### config.mk
export PLATFORM = sky130hd
export DESIGN_NAME = stopwatch_ctrl
export DESIGN_NICKNAME = d
export VERILOG_FILES = /design/src/rtl/stopwatch_ctrl.sv
export SDC_FILE = /design/constraint.sdc
export NUM_CORES = 1
export LEC_CHECK = 0
export BUFFER_PORTS_ARGS = -buffer_cell sky130_fd_sc_hd__buf_2
export CAP_MARGIN = 20
export CORE_ASPECT_RATIO = 0.6
export CORE_MARGIN = 8
export CORE_UTILIZATION = 55
export DETAILED_ROUTE_END_ITERATION = 6
export GPL_ROUTABILITY_DRIVEN = 0
export GPL_TIMING_DRIVEN = 0
export PLACE_DENSITY = 0.71
export SETUP_SLACK_MARGIN = 0.05
export SLEW_MARGIN = 20
export SYNTH_ARGS = -nofsm -noshare
export SYNTH_HDL_FRONTEND = slang
export SYNTH_SLANG_ARGS = --single-unit
### constraint.sdc
create_clock -name clk100_i -period 4.3 [get_ports clk100_i]
set_clock_uncertainty 0.05 [all_clocks]
set_input_delay 0.215 -clock clk100_i [delete_from_list [all_inputs] [get_ports clk100_i]]
set_output_delay 0.215 -clock clk100_i [all_outputs]
set_load 0.02 [all_outputs]
### src/rtl/stopwatch_ctrl.sv
// rtl/stopwatch_ctrl.sv - stopwatch mode FSM, run prescaler, per-digit edit strobes and edit blink
module stopwatch_ctrl #(
    parameter int unsigned PULSE_MAX = 999999,
    parameter int unsigned BLINK_MAX = 24999999
) (
    input  logic       clk100_i,
    input  logic       rst_i,
    input  logic       start_stop_pressed_i,
    input  logic       set_pressed_i,
    input  logic       change_pressed_i,
    output logic       run_o,
    output logic       tick_o,
    output logic [3:0] inc_digit_o,
    output logic [3:0] blank_o,
    output logic [2:0] state_o
);

    localparam int PW = (PULSE_MAX < 1) ? 1 : $clog2(PULSE_MAX + 1);
    localparam int BW = (BLINK_MAX < 1) ? 1 : $clog2(BLINK_MAX + 1);
    localparam logic [PW-1:0] PULSE_TC = PW'(PULSE_MAX);
    localparam logic [BW-1:0] BLINK_TC = BW'(BLINK_MAX);

    typedef enum logic [2:0] {
        ST_IDLE  = 3'd0,
        ST_EDIT0 = 3'd1,
        ST_EDIT1 = 3'd2,
        ST_EDIT2 = 3'd3,
        ST_EDIT3 = 3'd4,
        ST_RUN   = 3'd5
    } state_t;

    state_t          state_q, state_d;
    logic [PW-1:0]   presc_q, presc_d;
    logic [BW-1:0]   blink_cnt_q, blink_cnt_d;
    logic            phase_q, phase_d;
    logic            run_q, run_d;
    logic            tick_q, tick_d;
    logic [3:0]      inc_q, inc_d;
    logic [3:0]      blank_q, blank_d;
    logic [1:0]      digit_q, digit_d;
    logic            edit_d;

    always_ff @(posedge clk100_i or posedge rst_i) begin
        if (rst_i) begin
            state_q     <= ST_IDLE;
            presc_q     <= '0;
            blink_cnt_q <= '0;
            phase_q     <= 1'b0;
            run_q       <= 1'b0;
            tick_q      <= 1'b0;
            inc_q       <= '0;
            blank_q     <= '0;
        end else begin
            state_q     <= state_d;
            presc_q     <= presc_d;
            blink_cnt_q <= blink_cnt_d;
            phase_q     <= phase_d;
            run_q       <= run_d;
            tick_q      <= tick_d;
            inc_q       <= inc_d;
            blank_q     <= blank_d;
        end
    end

    always_comb begin
        state_d     = state_q;
        presc_d     = presc_q;
        tick_d      = 1'b0;
        inc_d       = '0;
        blink_cnt_d = blink_cnt_q;
        phase_d     = phase_q;
        blank_d     = '0;
        digit_q     = 2'(state_q - ST_EDIT0);

        // A stop pulse freezes the prescaler, so a wrap in that cycle is deferred to the resume.
        case (state_q)
            ST_IDLE: begin
                if (start_stop_pressed_i) begin
                    state_d = ST_RUN;
                end else if (set_pressed_i) begin
                    state_d = ST_EDIT0;
                end
            end
            ST_RUN: begin
                if (start_stop_pressed_i) begin
                    state_d = ST_IDLE;
                end else if (presc_q == PULSE_TC) begin
                    presc_d = '0;
                    tick_d  = 1'b1;
                end else begin
                    presc_d = presc_q + PW'(1);
                end
            end
            ST_EDIT0, ST_EDIT1, ST_EDIT2, ST_EDIT3: begin
                if (set_pressed_i) begin
                    state_d = (state_q == ST_EDIT3) ? ST_IDLE : state_t'(state_q + 3'd1);
                end else if (change_pressed_i) begin
                    inc_d = 4'b0001 << digit_q;
                end
            end
            default: state_d = ST_IDLE;
        endcase

        edit_d  = (state_d == ST_EDIT0) || (state_d == ST_EDIT1) ||
                  (state_d == ST_EDIT2) || (state_d == ST_EDIT3);
        digit_d = 2'(state_d - ST_EDIT0);
        run_d   = (state_d == ST_RUN);

        // Restarting the blink on entry or change keeps the edited digit visible right away.
        if (!edit_d || (state_d != state_q) || (inc_d != 4'b0000)) begin
            blink_cnt_d = '0;
            phase_d     = 1'b0;
        end else if (blink_cnt_q == BLINK_TC) begin
            blink_cnt_d = '0;
            phase_d     = ~phase_q;
        end else begin
            blink_cnt_d = blink_cnt_q + BW'(1);
        end

        if (edit_d && phase_d) begin
            blank_d = 4'b0001 << digit_d;
        end
    end

    assign run_o       = run_q;
    assign tick_o      = tick_q;
    assign inc_digit_o = inc_q;
    assign blank_o     = blank_q;
    assign state_o     = state_q;

endmodule

# Yosys cells after proc, flatten, opt, wreduce, memory -nomap -nowiden
# Index checks and enable logic that the tools add are counted.
op_classes:
  add_sub_neg: 5
  n_eq_ne: 13
  shifts: 2
  n_mux: 18
  bitwise: 2
  n_reduce_logical: 11
op_table:
  columns: ["op", "n"]
  rows:
  - ["two-way mux 25 bit", 2]
  - ["adder 25 x 1 -> 25 bit, second input constant", 1]
  - ["== test 25 bit, second input constant", 1]
  - ["adder 20 x 1 -> 20 bit, second input constant", 1]
  - ["== test 20 bit, second input constant", 1]
  - ["two-way mux 20 bit", 1]
  - ["two-way mux 4 bit", 4]
  - ["two-way mux 3 bit", 5]
  - ["== test 3 x 2 -> 1 bit, second input constant", 4]
  - ["== test 3 bit, second input constant", 4]
  - ["case mux 3 bit (3 select lines)", 1]
  - ["<< shifter 1 x 2 -> 4 bit, first input constant", 2]
  - ["== test 3 x 1 -> 1 bit, second input constant", 2]
  - ["logical OR 1 bit", 5]
  - ["two-way mux 1 bit", 5]
  - ["nonzero test 4 bit", 1]
  - ["OR reduction 4 bit", 1]
  - ["subtractor 2 x 1 -> 2 bit, second input constant", 2]
  - ["adder 3 x 1 -> 3 bit, second input constant", 1]
  - ["zero test 3 bit", 1]
  - ["inequality test 3 bit", 1]
  - ["inverter 1 bit", 2]
  - ["AND reduction 2 bit", 1]
  - ["logical AND 1 bit", 1]
  - ["zero test 1 bit", 1]
word_totals:
  register_bits: 59
  inputBits: 5
  out_inout_bits: 13
  elab_cells: 59

# Logic depth before layout (Yosys ltp)
# Gate-level depths: netlist of the first run.
depth:
  depth_word: 14
  mapped_depth: 10
  depth_no_buf: 8

# Least setup slack after synthesis of the first run
# OpenSTA, ideal clock, no wires.
synth_path:
  path_kind: "register to register"
  startpoint: "register state_q[0], in the netlist state_o[0]"
  endpoint: "register blink_cnt_q[13]"
  setup_ns: 0.071
  arrival_time_ns: 2.624
  required_ns: 4.179
  path_slack_ns: 1.555
  path_stages_with_launch: 10
  path_buffers: 1
  synth_period_minus_slack_ns: 2.745
  path_cell_list: "dfrtp_1 ha_1 ha_1 nor4_1 or2_4 o32a_1 a211o_1 a211o_4 buf_6 nor2_1"
synth_via:
  elab_chain_len: 12
  elab_cells_between_ends: 32
  classes_between: "2 x add/sub; 10 x eq/ne; 1 x shift; 10 x mux; 9 x reduce/logical"
synth_rtl:
  columns: ["item", "line_no", "text"]
  rows:
  - ["start, declared", "32", "state_t state_q, state_d;"]
  - ["start signal, assigned", "54", "state_q <= state_d;"]
  - ["adder 3 x 1 -> 3 bit / == test 3 bit (equally long branches)", "96, 76", null]
  - ["two-way mux 3 bit", "96", "state_d = (state_q == ST_EDIT3) ? ST_IDLE : state_t'(state_q + 3'd1);"]
  - ["two-way mux 3 bit", "95", "if (set_pressed_i) begin"]
  - ["case mux 3 bit (3 select lines)", "76", "case (state_q)"]
  - ["== test 3 x 1 -> 1 bit / == test 3 x 2 -> 1 bit (equally long branches)", "104", "edit_d = (state_d == ST_EDIT0) || (state_d == ST_EDIT1) ||"]
  - ["logical OR 1 bit (2 in series)", "104", null]
  - ["logical OR 1 bit", "105", "(state_d == ST_EDIT2) || (state_d == ST_EDIT3);"]
  - ["zero test 1 bit", "110", "if (!edit_d || (state_d != state_q) || (inc_d != 4'b0000)) begin"]
  - ["logical OR 1 bit", "110", null]
  - ["logical OR 1 bit (*)", "110", null]
  - ["two-way mux 25 bit (*)", "110", null]
  - ["named net blink_cnt_d[13]", "34", "logic [BW-1:0] blink_cnt_q, blink_cnt_d;"]
  - ["end signal, assigned", "56", "blink_cnt_q <= blink_cnt_d;"]
  - ["end, declared", "34", null]
# Mark *: on every way through the listed nets, which the timed path passes. The rest lies on a longest branch.
# A chain may end at the register's enable or synchronous reset.

# Worst setup path in the final report of the first run
layout_path:
  startpoint: "register state_q[1], in the netlist state_o[1]"
  endpoint: "register blink_cnt_q[13]"
# The elaborated chain is that of the path after synthesis.

==> results of run 1 <==
-- worst max-delay path by stage --
stage | slack (ns) | end
after global placement | 1.36 | blink_cnt_q[19]
after detailed placement | 1.34 | blink_cnt_q[4]
after global routing | 1.02 | blink_cnt_q[4]
after CTS | 1.31 | blink_cnt_q[4]
final | 1.32 | blink_cnt_q[13]
after floorplan | 1.56 | blink_cnt_q[13]
-- what timing repair did --
action | CTS | global route
hold endpoints to repair | 59 | 0
setup buffers | 0 | 0
hold buffers | 1 | 0
-- synthesized netlist by cell type, types with 2 or more instances --
master     n
nor4b_1    3
and3_1     8
buf_6      3
nor2_1    39
ha_1       8
nand3_1   13
o21ai_0    6
nand2_1   26
nor4_1     7
and4_1     4
xnor2_1   21
a21oi_1    3
dfrtp_1   59
clkbuf_1   3
inv_1      9
nand2b_1   4
buf_2      2
and2b_2    2
nand4_1   10
nor3_1    25
and2_1     6
xor2_1    20
-- state kept, by name, indices dropped and copies added, names as in the netlist --
name / count
blank_o: 4
run_o: 1
presc_q: 20
phase_q: 1
inc_digit_o: 4
tick_o: 1
blink_cnt_q: 25
state_o: 3
-- layout by cell type, fill, tap and decap left out, types with 10 or more instances in the layout --
master and count:
nor3_1 24, dfrtp_1 59, buf_2 19, nand4_1 10
nand2_1 26, nand3_1 13, nor2_1 39, clkbuf_8 11
xnor2_1 21, xor2_1 20
-- metal layers --
layer	up-vias	part of all wire (%)	track usage [%]	wire (um)
met5	-	0	0	0
met4	0	0.95	4.846	55
met3	7	5.5	5.285	320
met2	45	40	20.99	2331
met1	1061	53	21.43	3074
li1	1114	-	-	-
-- cell families after synthesis --
group | count (synthesis) | synth area share, %
buf+inv | 18 | 3.206
xor+xnor | 41 | 11.95
flops | 59 | 49.13
simple gates | 156 | 26.81
mux | 1 | 0.3331
compound gates | 21 | 5.246
fa+ha+maj | 8 | 3.331
-- layout make-up --
class                           count  area share (%)
Sequential cell                    59           43.90
Multi-Input combinational cell    227           42.75
Buffer                              9           1.860
Inverter                            9           1.079
Timing Repair Buffer               18           2.827
Clock buffer                       14           4.836
Tap cell                           66           2.455
Clock inverter                      2          0.2976
-- critical path, delay by kind of cell (launching register included) --
kind | cells | cell delay (ns)
fa+ha+maj | 1 | 0.29
flops | 1 | 0.49
compound gates | 2 | 0.94
buf+inv | 2 | 0.31
simple gates | 4 | 0.76
-- power by group --
part           internal (mW)  switching [mW]  total [mW]
logic                  0.246           0.416       0.662
clock network          0.239           0.209       0.448
registers              0.593          0.0422       0.635
==> impl_metrics.yaml, run 1 <==
sta:
  fin_hold_ws_ns: 0.07340
  timing.final.ws_setup_ns: 1.319
  timing.fmax_ghz: 0.3354
  setup_violations: 0
  min_period_ns: 2.981
  tightest_slew_ns: 0.7850
  period_share_pct: 69.33
  rsz0062_at_grt: "no"
  tns_ns: 0
  relSlewSlack_pct: 46.84
  maxSlewViolCount: 0
  hold_violations: 0
critical_path:
  critPathKind: "reg2reg"
  cp-startpoint: "state_o[1]"
  r2r-end: "blink_cnt_q[13]"
  rr_startpoint: "state_o[1]"
  crit_arrival_ns: 3.15
  critPathMaxFanout: 10
  start_kind: "flip-flop"
  r2r_cells: 9
  cp-end-kind: "flip-flop"
  cp_slowest_cell: "o311ai_1"
  cp.required_ns: 4.47
  cp_cell_sequence: "inv_1 -> ha_1 -> nor4_1 -> or2_4 -> nor3_1 -> o311ai_1 -> a211o_4 -> buf_6 -> nor2_1"
  slowest_delay_ns: 0.70
  reg2reg_setup_slack_ns: 1.32
min_path:
  holdPathStages: 3
  worstHoldStart: "change_pressed_i"
  hold_path.class: "in2reg"
  min_to: "inc_digit_o[0]"
run_status:
  status: "complete, no violations"
run:
  drv_cap: 0
route:
  drc: 0
  vias_per_cell: 5.512
  drt.antenna.violating_nets: 0
  firstDrtPassIters: 4
  wire_per_inst_um: 14.31
  vias: 2227
  drt_iter0_markers: 148
  routed_wirelength_mm: 5.781
clock_tree:
  clk_pin_slew_ns: 0.06
  ctsHtreeMaxLevel: 3
  cts_root_buffer: "clkbuf_8"
  cts.sinks: 59
  cts_resized: 0
  clock_latency_ns: 0.34
  cts_tree: "yes"
  cts_inserted_buffers: 9
  clock_path_buffers: 2
floorplan:
  rows: 20
  core-area_mm2: 0.005155
  ioPinCount: 18
  die_x_um: 111.4
  die-area_mm2: 0.008163
  die_height_um: 73.26
  initial_core_util_pct: 58.30
synthesis:
  yosysSeqAreaShare_pct: 49.13
  syn_inst: 304
  yosys.area.top_type: "dfrtp_1"
  synth_top_area_share_pct: 49.13
  synth.area.top_cells: "dfrtp_1, xnor2_1, xor2_1"
  synth_ff_type: "dfrtp_1"
  avgSynthCellArea_um2: 9.886
  yosysWarnings: 0
  syn-num-nets: 317
  yosysUniqueCellTypes: 45
  ys_async_sr_fraction_pct: 100.0
  synth_seq_cells: 59
  synth_edf_count: 0
  netlist_area_mm2: 0.003005
final_layout:
  multiInputGateArea_mm2: 0.001438
  instances_no_fill: 404
  utilization_pct: 65.24
  layout-area-overhead-vs-synth_pct: 11.91
  num-fill-cells: 396
  final_nets: 346
  seqCellArea_mm2: 0.001476
  design_area_mm2: 0.003363
  drive_above_1_share_pct: 13.02
  antennaDiodeCount: 0
power_and_ir_drop:
  power_density_mw_per_mm2: 518.9
  power_leakage_nw: 1.494
  irDropWorstVdd_mv: 0.2355
  total_power_mw: 1.745
global_routing:
  grt_overflow: 0
  grt_max_degree: 60
  antenna_found_initial: 0
  grt_pass1_vias: 2098
  track_usage_pct: 15.17
  grt_pass1_wl_mm: 10.15
place:
  dp_hpwl_mm: 3.935
  dp_cells: 387
  placed_area_mm2: 0.003176
  dp_worst_setup_slack_ns: 1.335
  portBuffers: 17
Note: power is estimated with default switching activity, not from simulation.
==> inputs of run 2 (changes only) <==
Settings changed: ABC_AREA set to 1, PLACE_DENSITY 0.71 to 0.73.
Clock period 4.3 ns to 2.7 ns, I/O delays scaled along.
==> impl_metrics.yaml, run 2 <==
power_and_ir_drop:
  total_power_mw: 3.314
  irDropWorstVdd_mv: 0.5548
  power_density_mw_per_mm2: 787.4
  power_leakage_nw: 1.902
floorplan:
  core-area_mm2: 0.006619
  rows: 23
  initial_core_util_pct: 56.14
  ioPinCount: 18
  die_x_um: 122.1
  die-area_mm2: 0.009729
  die_height_um: 79.67
global_routing:
  grt_pass1_wl_mm: 14.50
  grt_max_degree: 51
  grt_overflow: 0
  antenna_found_initial: 0
  track_usage_pct: 18.84
  grt_pass1_vias: 3074
final_layout:
  utilization_pct: 63.59
  largest-register: "blink_cnt_q"
  reg_top3: "blink_cnt_q (25), presc_q (20)"
  layout_commonest_cell: "nand2_1"
  antennaDiodeCount: 0
  largest_register_ffs: 25
  final_nets: 525
  drive_above_1_share_pct: 15.70
  num-fill-cells: 575
  layout_common_cells: "nand2_1, inv_1, dfrtp_1, nor2_1, nand3_1"
  layout-area-overhead-vs-synth_pct: 13.27
  instances_no_fill: 603
clock_tree:
  cts_setup_buffers: 0
  clock_latency_ns: 0.33
  clock_path_buffers: 2
  cts_root_buffer: "clkbuf_16"
  cts_tree: "yes"
  clk_pin_slew_ns: 0.05
  ctsHtreeMaxLevel: 3
  cts_inserted_buffers: 9
  cts.sinks: 59
sta:
  setup_violations: 0
  hold_violations: 0
  rsz0062_at_grt: "no"
  min_period_ns: 2.432
  maxSlewViolCount: 0
  tightest_slew_ns: 0.8734
  period_share_pct: 90.06
  tns_ns: 0
  relSlewSlack_pct: 41.24
  fin_hold_ws_ns: 0.1014
  timing.fmax_ghz: 0.4112
synthesis:
  yosysWarnings: 0
  ys_async_sr_fraction_pct: 100.0
  synthMuxAreaShare_pct: 0
  synth_top_family_by_area: "simple AND/OR/NAND/NOR gates"
  synth.area.top_cells: "dfrtp_1, nand2_1, inv_1"
  syn-num-nets: 496
  synth_ff_type: "dfrtp_1"
  synth_simple_gate_area_share_pct: 40.47
  synth_fa_ha_area_share_pct: 2.694
  yosysUniqueCellTypes: 35
  synth_seq_cells: 59
  avgSynthCellArea_um2: 7.694
  synth.most_common_cell: "nand2_1"
  yosys.area.top_type: "dfrtp_1"
  synth_commonest_cells: "nand2_1, inv_1, dfrtp_1"
  netlist_area_mm2: 0.003716
  synth_compound_area_share_pct: 4.983
  synth_edf_count: 0
  yosysSeqAreaShare_pct: 39.73
  synth_xor_area_share_pct: 3.535
  synth_top_area_share_pct: 39.73
  syn_inst: 483
route:
  drt.antenna.violating_nets: 0
  vias: 3262
  drt_iter0_markers: 393
  firstDrtPassIters: 5
  routed_wirelength_mm: 8.386
  drc: 0
  vias_per_cell: 5.410
  wire_per_inst_um: 13.91
critical_path:
  path_buf_inv: 2
  path_depth: 13
  cp_cell_sequence: "inv_1 -> ha_1 -> nand2_1 -> nand2_1 -> nor2_2 -> nor2_1 -> nor2_1 -> nand2_1 -> nand3_1 -> nand2_2 -> nand2_4 -> buf_12 -> nor2_4"
  r2r_cells: 13
  cp_top_family: "simple AND/OR/NAND/NOR gates"
  cp_common_cell: "nand2_1"
  critPathMaxFanout: 10
  critPathKind: "reg2reg"
  cp.required_ns: 2.85
  crit_arrival_ns: 2.59
  cp_slowest_cell: "dfrtp_1"
  cp-end-kind: "flip-flop"
  start_kind: "flip-flop"
  slowest_delay_ns: 0.47
min_path:
  hold_path.class: "in2reg"
  holdPathStages: 3
place:
  dp_hpwl_mm: 6.214
  dp_cells: 587
  portBuffers: 16
run_status:
  status: "complete, no violations"
run:
  drv_cap: 0
## run 2: cell count changes after synthesis, moves of 5 or more
cell,previous run,this run
nand2_1,26,96
nand3_1,13,47
nand2_2,0,5
a21oi_1,3,9
xnor2_1,21,6
nor2_4,0,21
and2_1,6,0
o21ai_0,6,15
nor2_1,39,58
and3_1,8,0
inv_1,9,67
xor2_1,20,9
## run 2: cells by family after synthesis
kind of cell	count (synthesis)
AOI/OAI and AO/OA	33
xor gates and xnor gates	15
and+or+nand+nor	293
DFF	59
adders and majority gates	8
buffers and inverters	75
## run 2: per-stage QoR
step	cell area [um^2]	setup WS [ns]
after floorplan	3716	0.5457
after global placement	3905	0.3141
after detailed placement	3935	0.3072
after CTS	4207	0.2880
after global routing	4209	0.1185
final	4209	0.2684
## run 2: power by group
part           switching, mW  internal (mW)  total (mW)
clock network          0.370          0.633        1.00
logic                  0.855          0.389        1.24
registers             0.0962          0.971        1.07
total                   1.32           1.99        3.31
## run 2: path summary, 6_finish.rpt
| check | startpoint | end | slack, ns |
|---|---|---|---|
| worst min register to register | presc_q[4] | presc_q[4] | 0.47 |
| worst max-delay path | state_o[0] | blink_cnt_q[2] | 0.27 |
| min in group asynchronous | rst_i | presc_q[3] | 0.21 |
| worst min-delay path | change_pressed_i | inc_digit_o[0] | 0.10 |
| max in group asynchronous | rst_i | blink_cnt_q[9] | 1.92 |
| worst max register to register | state_o[0] | blink_cnt_q[2] | 0.27 |
## run 2: layer usage
metal	GRT usage [%]	up-vias	share of wire, %
li1	-	1616	-
met1	26.10	1487	49
met2	26.07	144	40
met3	6.073	15	8.8
met4	8.585	0	1.6
met5	0	-	0
## run 2: tightest hold or removal path: stages
cell and delay (ns):
buf_2 0.10, nand2_2 0.13, nor3_1 0.07
## run 2: cell type report
class | instances | area [um^2] | area share (%)
buffer | 6 | 60.06 | 1.427
clock inverter | 3 | 15.01 | 0.3567
inverter | 69 | 261.5 | 6.213
sequential | 59 | 1476 | 35.08
multi-input combinational | 349 | 1923 | 45.69
tap | 87 | 108.9 | 2.586
clock buffer | 12 | 246.5 | 5.856
timing repair buffer | 18 | 117.6 | 2.794
## run 2: repair_timing
| item | 4_1_cts | 5_1_grt |
|---|---|---|
| resized for setup | 0 | 1 |
| hold buffers | 1 | 0 |
| hold endpoints to repair | 59 | 0 |
| setup endpoints to repair | 0 | 6 |
